$ cat src/rtl/bram_copy_engine.sv
// Forward block copy over one bram port: read, capture, write per word (3 cycles/word).
// Done pulses one cycle after the last write; zero-length copies finish one cycle after start.
module bram_copy_engine #(
    parameter int P_DATA_WIDTH    = 16,
    parameter int P_ADDRESS_WIDTH = 10
) (
    input  logic                       I_CLK,
    input  logic                       I_RESET,
    input  logic                       I_START,
    input  logic [P_ADDRESS_WIDTH-1:0] I_SRC_ADDR,
    input  logic [P_ADDRESS_WIDTH-1:0] I_DST_ADDR,
    input  logic [P_ADDRESS_WIDTH:0]   I_LENGTH,
    output logic                       O_BUSY,
    output logic                       O_DONE,
    output logic [P_ADDRESS_WIDTH-1:0] O_MEM_ADDRESS,
    output logic [P_DATA_WIDTH-1:0]    O_MEM_DATA,
    output logic                       O_MEM_WRITE_ENABLE,
    input  logic [P_DATA_WIDTH-1:0]    I_MEM_DATA
);

    localparam int AW = P_ADDRESS_WIDTH;
    localparam int DW = P_DATA_WIDTH;

    typedef enum logic [2:0] {
        S_IDLE,
        S_READ,
        S_CAPTURE,
        S_WRITE,
        S_DONE
    } state_t;

    state_t          state_q, state_d;
    logic [AW-1:0]   src_q, dst_q, last_addr_q;
    logic [AW:0]     remain_q;
    logic [DW-1:0]   data_q;

    always_ff @(posedge I_CLK) begin
        if (I_RESET) begin
            state_q     <= S_IDLE;
            src_q       <= '0;
            dst_q       <= '0;
            remain_q    <= '0;
            data_q      <= '0;
            last_addr_q <= '0;
        end else begin
            state_q     <= state_d;
            // Lets the address bus hold its previous value while idle.
            last_addr_q <= O_MEM_ADDRESS;
            case (state_q)
                S_IDLE: begin
                    if (I_START) begin
                        src_q    <= I_SRC_ADDR;
                        dst_q    <= I_DST_ADDR;
                        remain_q <= I_LENGTH;
                    end
                end
                S_CAPTURE: data_q <= I_MEM_DATA;
                S_WRITE: begin
                    src_q    <= src_q + AW'(1);
                    dst_q    <= dst_q + AW'(1);
                    remain_q <= remain_q - (AW+1)'(1);
                end
                default: ;
            endcase
        end
    end

    always_comb begin
        state_d            = state_q;
        O_BUSY             = 1'b0;
        O_DONE             = 1'b0;
        O_MEM_ADDRESS      = last_addr_q;
        O_MEM_DATA         = '0;
        O_MEM_WRITE_ENABLE = 1'b0;
        case (state_q)
            S_IDLE: begin
                if (I_START) state_d = (I_LENGTH != '0) ? S_READ : S_DONE;
            end
            S_READ: begin
                O_BUSY        = 1'b1;
                O_MEM_ADDRESS = src_q;
                state_d       = S_CAPTURE;
            end
            S_CAPTURE: begin
                O_BUSY        = 1'b1;
                O_MEM_ADDRESS = src_q;
                state_d       = S_WRITE;
            end
            S_WRITE: begin
                O_BUSY             = 1'b1;
                O_MEM_ADDRESS      = dst_q;
                O_MEM_DATA         = data_q;
                O_MEM_WRITE_ENABLE = 1'b1;
                state_d            = (remain_q > (AW+1)'(1)) ? S_READ : S_DONE;
            end
            S_DONE: begin
                O_DONE  = 1'b1;
                state_d = S_IDLE;
            end
            default: state_d = S_IDLE;
        endcase
    end

endmodule

$ cat config.mk
export PLATFORM = sky130hd
export DESIGN_NAME = bram_copy_engine
export DESIGN_NICKNAME = d
export VERILOG_FILES = /design/src/rtl/bram_copy_engine.sv
export SDC_FILE = /design/constraint.sdc
export NUM_CORES = 1
export LEC_CHECK = 0
export BUFFER_PORTS_ARGS = -buffer_cell sky130_fd_sc_hd__buf_4
export CELL_PAD_IN_SITES_DETAIL_PLACEMENT = 0
export CELL_PAD_IN_SITES_GLOBAL_PLACEMENT = 1
export CORE_MARGIN = 3
export CORE_UTILIZATION = 40
export CTS_BUF_LIST = sky130_fd_sc_hd__clkbuf_8
export CTS_CLUSTER_DIAMETER = 60
export DETAILED_ROUTE_END_ITERATION = 12
export PLACE_DENSITY = 0.89
export SLEW_MARGIN = 20
export SYNTH_ARGS = -nofsm -noshare
export SYNTH_HDL_FRONTEND = slang
export SYNTH_SLANG_ARGS = --single-unit
$ cat constraint.sdc
create_clock -name I_CLK -period 2.19 [get_ports I_CLK]
set_clock_uncertainty 0.2 [all_clocks]
set_input_delay 0.219 -clock I_CLK [delete_from_list [all_inputs] [get_ports I_CLK]]
set_output_delay 0.219 -clock I_CLK [all_outputs]
set_load 0.05 [all_outputs]
==> flow_metrics.tcl <==
set metrics [dict create \
    finish.instance_area_um2 4573 \
    min_period_ns 2.134 \
    wl_met3_um 456 \
    first_pass_iters 4 \
    synth_seq_area_share_pct 38.49 \
    die_w_um 94.33 \
    dr_total_vias 3128 \
    yosysUniqueCellTypes 53 \
    rr_worst_depth 5 \
    ir_drop_mv 0.5599 \
    cts.clk_slew.worst_paths_ns 0.07 \
    synth_edf_count 0 \
    clkLatencyLatePin_ns 0.33 \
    cts.path.max_buffers 2 \
    row_count 31 \
    worstPathCellList "buf_6 > mux2_2 > a22oi_2 > o21ai_1 > buf_6" \
    dieArea_um2 8897 \
    avgSynthCellArea_um2 8.212 \
    critPathLaunchType "flop" \
    end_kind "output pin" \
    period_share_pct 97.45 \
    viasPerCell 5.170 \
    reg2reg_to "remain_q[6]" \
    synth.area.top_cells "dfxtp_1, nand2_1, a21oi_1" \
    pre_cts_slack_ns 0.1638 \
    synth_area_leader_cell "dfxtp_1" \
    crit_type "flop to output pin" \
    ys_ff_latch 60 \
    cpPeakStageDelay_ns 0.40 \
    gr-total-overflow 0 \
    hp-start "I_DST_ADDR[8]" \
    cts_tree "yes" \
    critPathArrivalTime_ns 1.72 \
    cts_inserted_buffers 9 \
    grt_use_total_pct 19.72 \
    final-seq-area_um2 1209 \
    antenna_found_initial 0 \
    max_slew_margin_pct 60.13 \
    synth-async-reset-ratio_pct 0 \
    start_util_pct 42.12 \
    ys.flop_type "dfxtp_1" \
    leakagePower_nw 1.869 \
    grt_pass1_vias 2908 \
    die_h_um 94.33 \
    antenna_cells 0 \
    cp_max_fo 10 \
    timing.final.hold_violations 0 \
    first_iter_violations 155 \
    r2r_slack_ns 0.33 \
    synth_nets 434 \
    wirelength_mm 8.739 \
    power.density_nw_per_um2 1102 \
    multi_input_area_um2 1803 \
    max_freq_mhz 468.6 \
    top_layer "met4" \
    drt-met1-wl_mm 4.028 \
    cp_slowest_cell "dfxtp_4" \
    route.met2.wl_mm 4.152 \
    wire_per_inst_um 14.44 \
    cap_viol_max_count 0 \
    tightest_slew_ns 0.5980 \
    grt_max_degree 43 \
    cts-root-buf "clkbuf_8" \
    r2r_start "state_q[1]" \
    synth_cells 380 \
    nets 555 \
    crit_path_frequent_cell "buf_6" \
    hold_class "input port to flop" \
    finalSetupViolCount 0 \
    synth_warnings 0 \
    io-pin-count 79 \
    grt_pass1_wl_mm 13.94 \
    drc 0 \
    fin_ws_ns 0.05589 \
    io_buffers 78 \
    drtAntennaViolNets 0 \
    status "finished, final reports clean" \
    drive_gt1_share_pct 27.47 \
    area_delta_synth_final_pct 46.55 \
    htreeDepth 3 \
    whs_endpoint "dst_q[8]" \
    cts.sinks 60 \
    yosysTopAreaCellShare_pct 38.49 \
    placed_area_um2 3787 \
    final_util_pct 61.73 \
    required_ns 1.77 \
    min_path_cells 4 \
    finalPower_mw 5.039 \
    globalplace.congestion 0.8070 \
    syn_area_um2 3120 \
    nFillCells 643 \
    finalMaxSlewViolations 0 \
    core_area_um2 7408 \
    hpwl_mm 5.818 \
]
## worst max path at each step
stage,start,to,cells after the start
after floorplan,state_q[1],last_addr_q[9],6
after global placement,state_q[0],O_MEM_ADDRESS[9],5
after detailed placement,state_q[0],data_q[15],6
after CTS,state_q[1],O_MEM_ADDRESS[1],6
after global routing,state_q[1],O_MEM_ADDRESS[6],5
final,state_q[1],O_MEM_ADDRESS[5],5
## critical path, delay by kind of cell, from the launching register on
kind	cells	cell delay [ns]
muxes	1	0.36
buffers and inverters	2	0.33
DFF	1	0.40
AOI/OAI and AO/OA	2	0.30
## final cells by class
cell class                      count  area share [%]
Tap cell                           99           2.709
Clock buffer                       10           3.010
Sequential cell                    60           26.43
Timing Repair Buffer              137           26.24
Inverter                            5          0.4651
Clock inverter                      6           1.724
Multi-Input combinational cell    288           39.43
## through the flow
stage	setup TNS (ns)	instances	hold slack, ns
5_1_grt	-0.01859	605	0.05138
6_report	0	605	0.04100
2_1_floorplan	0	380	0.1550
3_5_place_dp	0	542	0.2441
4_1_cts	0	603	0.02164
3_3_place_gp	0	542	0.2385
## cells in the final DEF (no fill, tap or decap), types with 3 or more instances in the layout
| cell | count |
|---|---|
| o211ai_1 | 6 |
| nor4_1 | 5 |
| nand2_1 | 67 |
| and4_1 | 3 |
| clkbuf_8 | 10 |
| a21oi_1 | 36 |
| a31oi_1 | 12 |
| or3_1 | 5 |
| a2bb2oi_1 | 5 |
| o311ai_0 | 3 |
| o21ai_0 | 5 |
| buf_4 | 77 |
| inv_1 | 5 |
| nor2_1 | 17 |
| dfxtp_1 | 58 |
| dlygate4sd3_1 | 45 |
| ha_1 | 4 |
| nand4_1 | 8 |
| nand3_1 | 12 |
| a22oi_1 | 8 |
| and2_1 | 18 |
| o21ai_1 | 3 |
| buf_6 | 13 |
| a311oi_1 | 4 |
| nor2b_1 | 11 |
| and3_1 | 6 |
| mux2_2 | 11 |
| nor3_1 | 3 |
| clkinv_2 | 3 |
| o21ai_2 | 6 |
## cell families after synthesis
| logic type | Yosys count | share of synthesized area [%] |
|---|---|---|
| buffers and inverters | 32 | 5.252 |
| AO/OA/AOI/OAI | 104 | 21.73 |
| AND/OR/NAND/NOR | 168 | 28.67 |
| flip-flops | 60 | 38.49 |
| multiplexers | 11 | 3.970 |
| XOR/XNOR | 1 | 0.2807 |
| adder cells (fa/ha/maj) | 4 | 1.604 |
## synth_stat cells (2+ instances only)
master and count:
nor2_1 17, and4_1 3, a21oi_1 36, ha_1 4, buf_2 7, o211ai_1 6, a311oi_1 4, nand3_1 12
buf_4 3, a31oi_1 12, nor2b_1 12, clkbuf_1 12, nor4_2 2, inv_1 4, nand2b_1 2, nand2_1 67
a22oi_1 10, o311ai_0 3, a2bb2oi_1 5, o221a_2 2, nand4_1 8, nor3_1 3, buf_6 3, and3_1 6
mux2_2 11, and2_1 18, or3_1 5, o22a_1 2, a221oi_1 2, dfxtp_1 60, o21ai_0 13, nor4_1 5
## sequential cells by signal, summed over array words and instances, names as in the netlist
name / count
data_q: 16
dst_q: 10
src_q: 10
state_q: 3
last_addr_q: 10
remain_q: 11
## power by group
part | switching (mW) | internal, mW
sequential | 0.279 | 1.37
clock | 0.421 | 0.661
combinational | 1.34 | 0.972
## what timing repair did
action	4_1_cts	5_1_grt
cloned	0	1
buffers inserted	0	1
hold endpoints to repair	45	0
pin swaps	0	2
setup endpoints to repair	27	26
gates resized for setup	11	20
hold buffers	45	0
## metal layers
layer / global-route usage [%] / up-vias
met5: 0 / -
met4: 4.573 / 0
met3: 5.128 / 9
met2: 31.62 / 79
met1: 26.59 / 1415
li1: - / 1625
No activity file was read; power rests on OpenSTA's default activity.
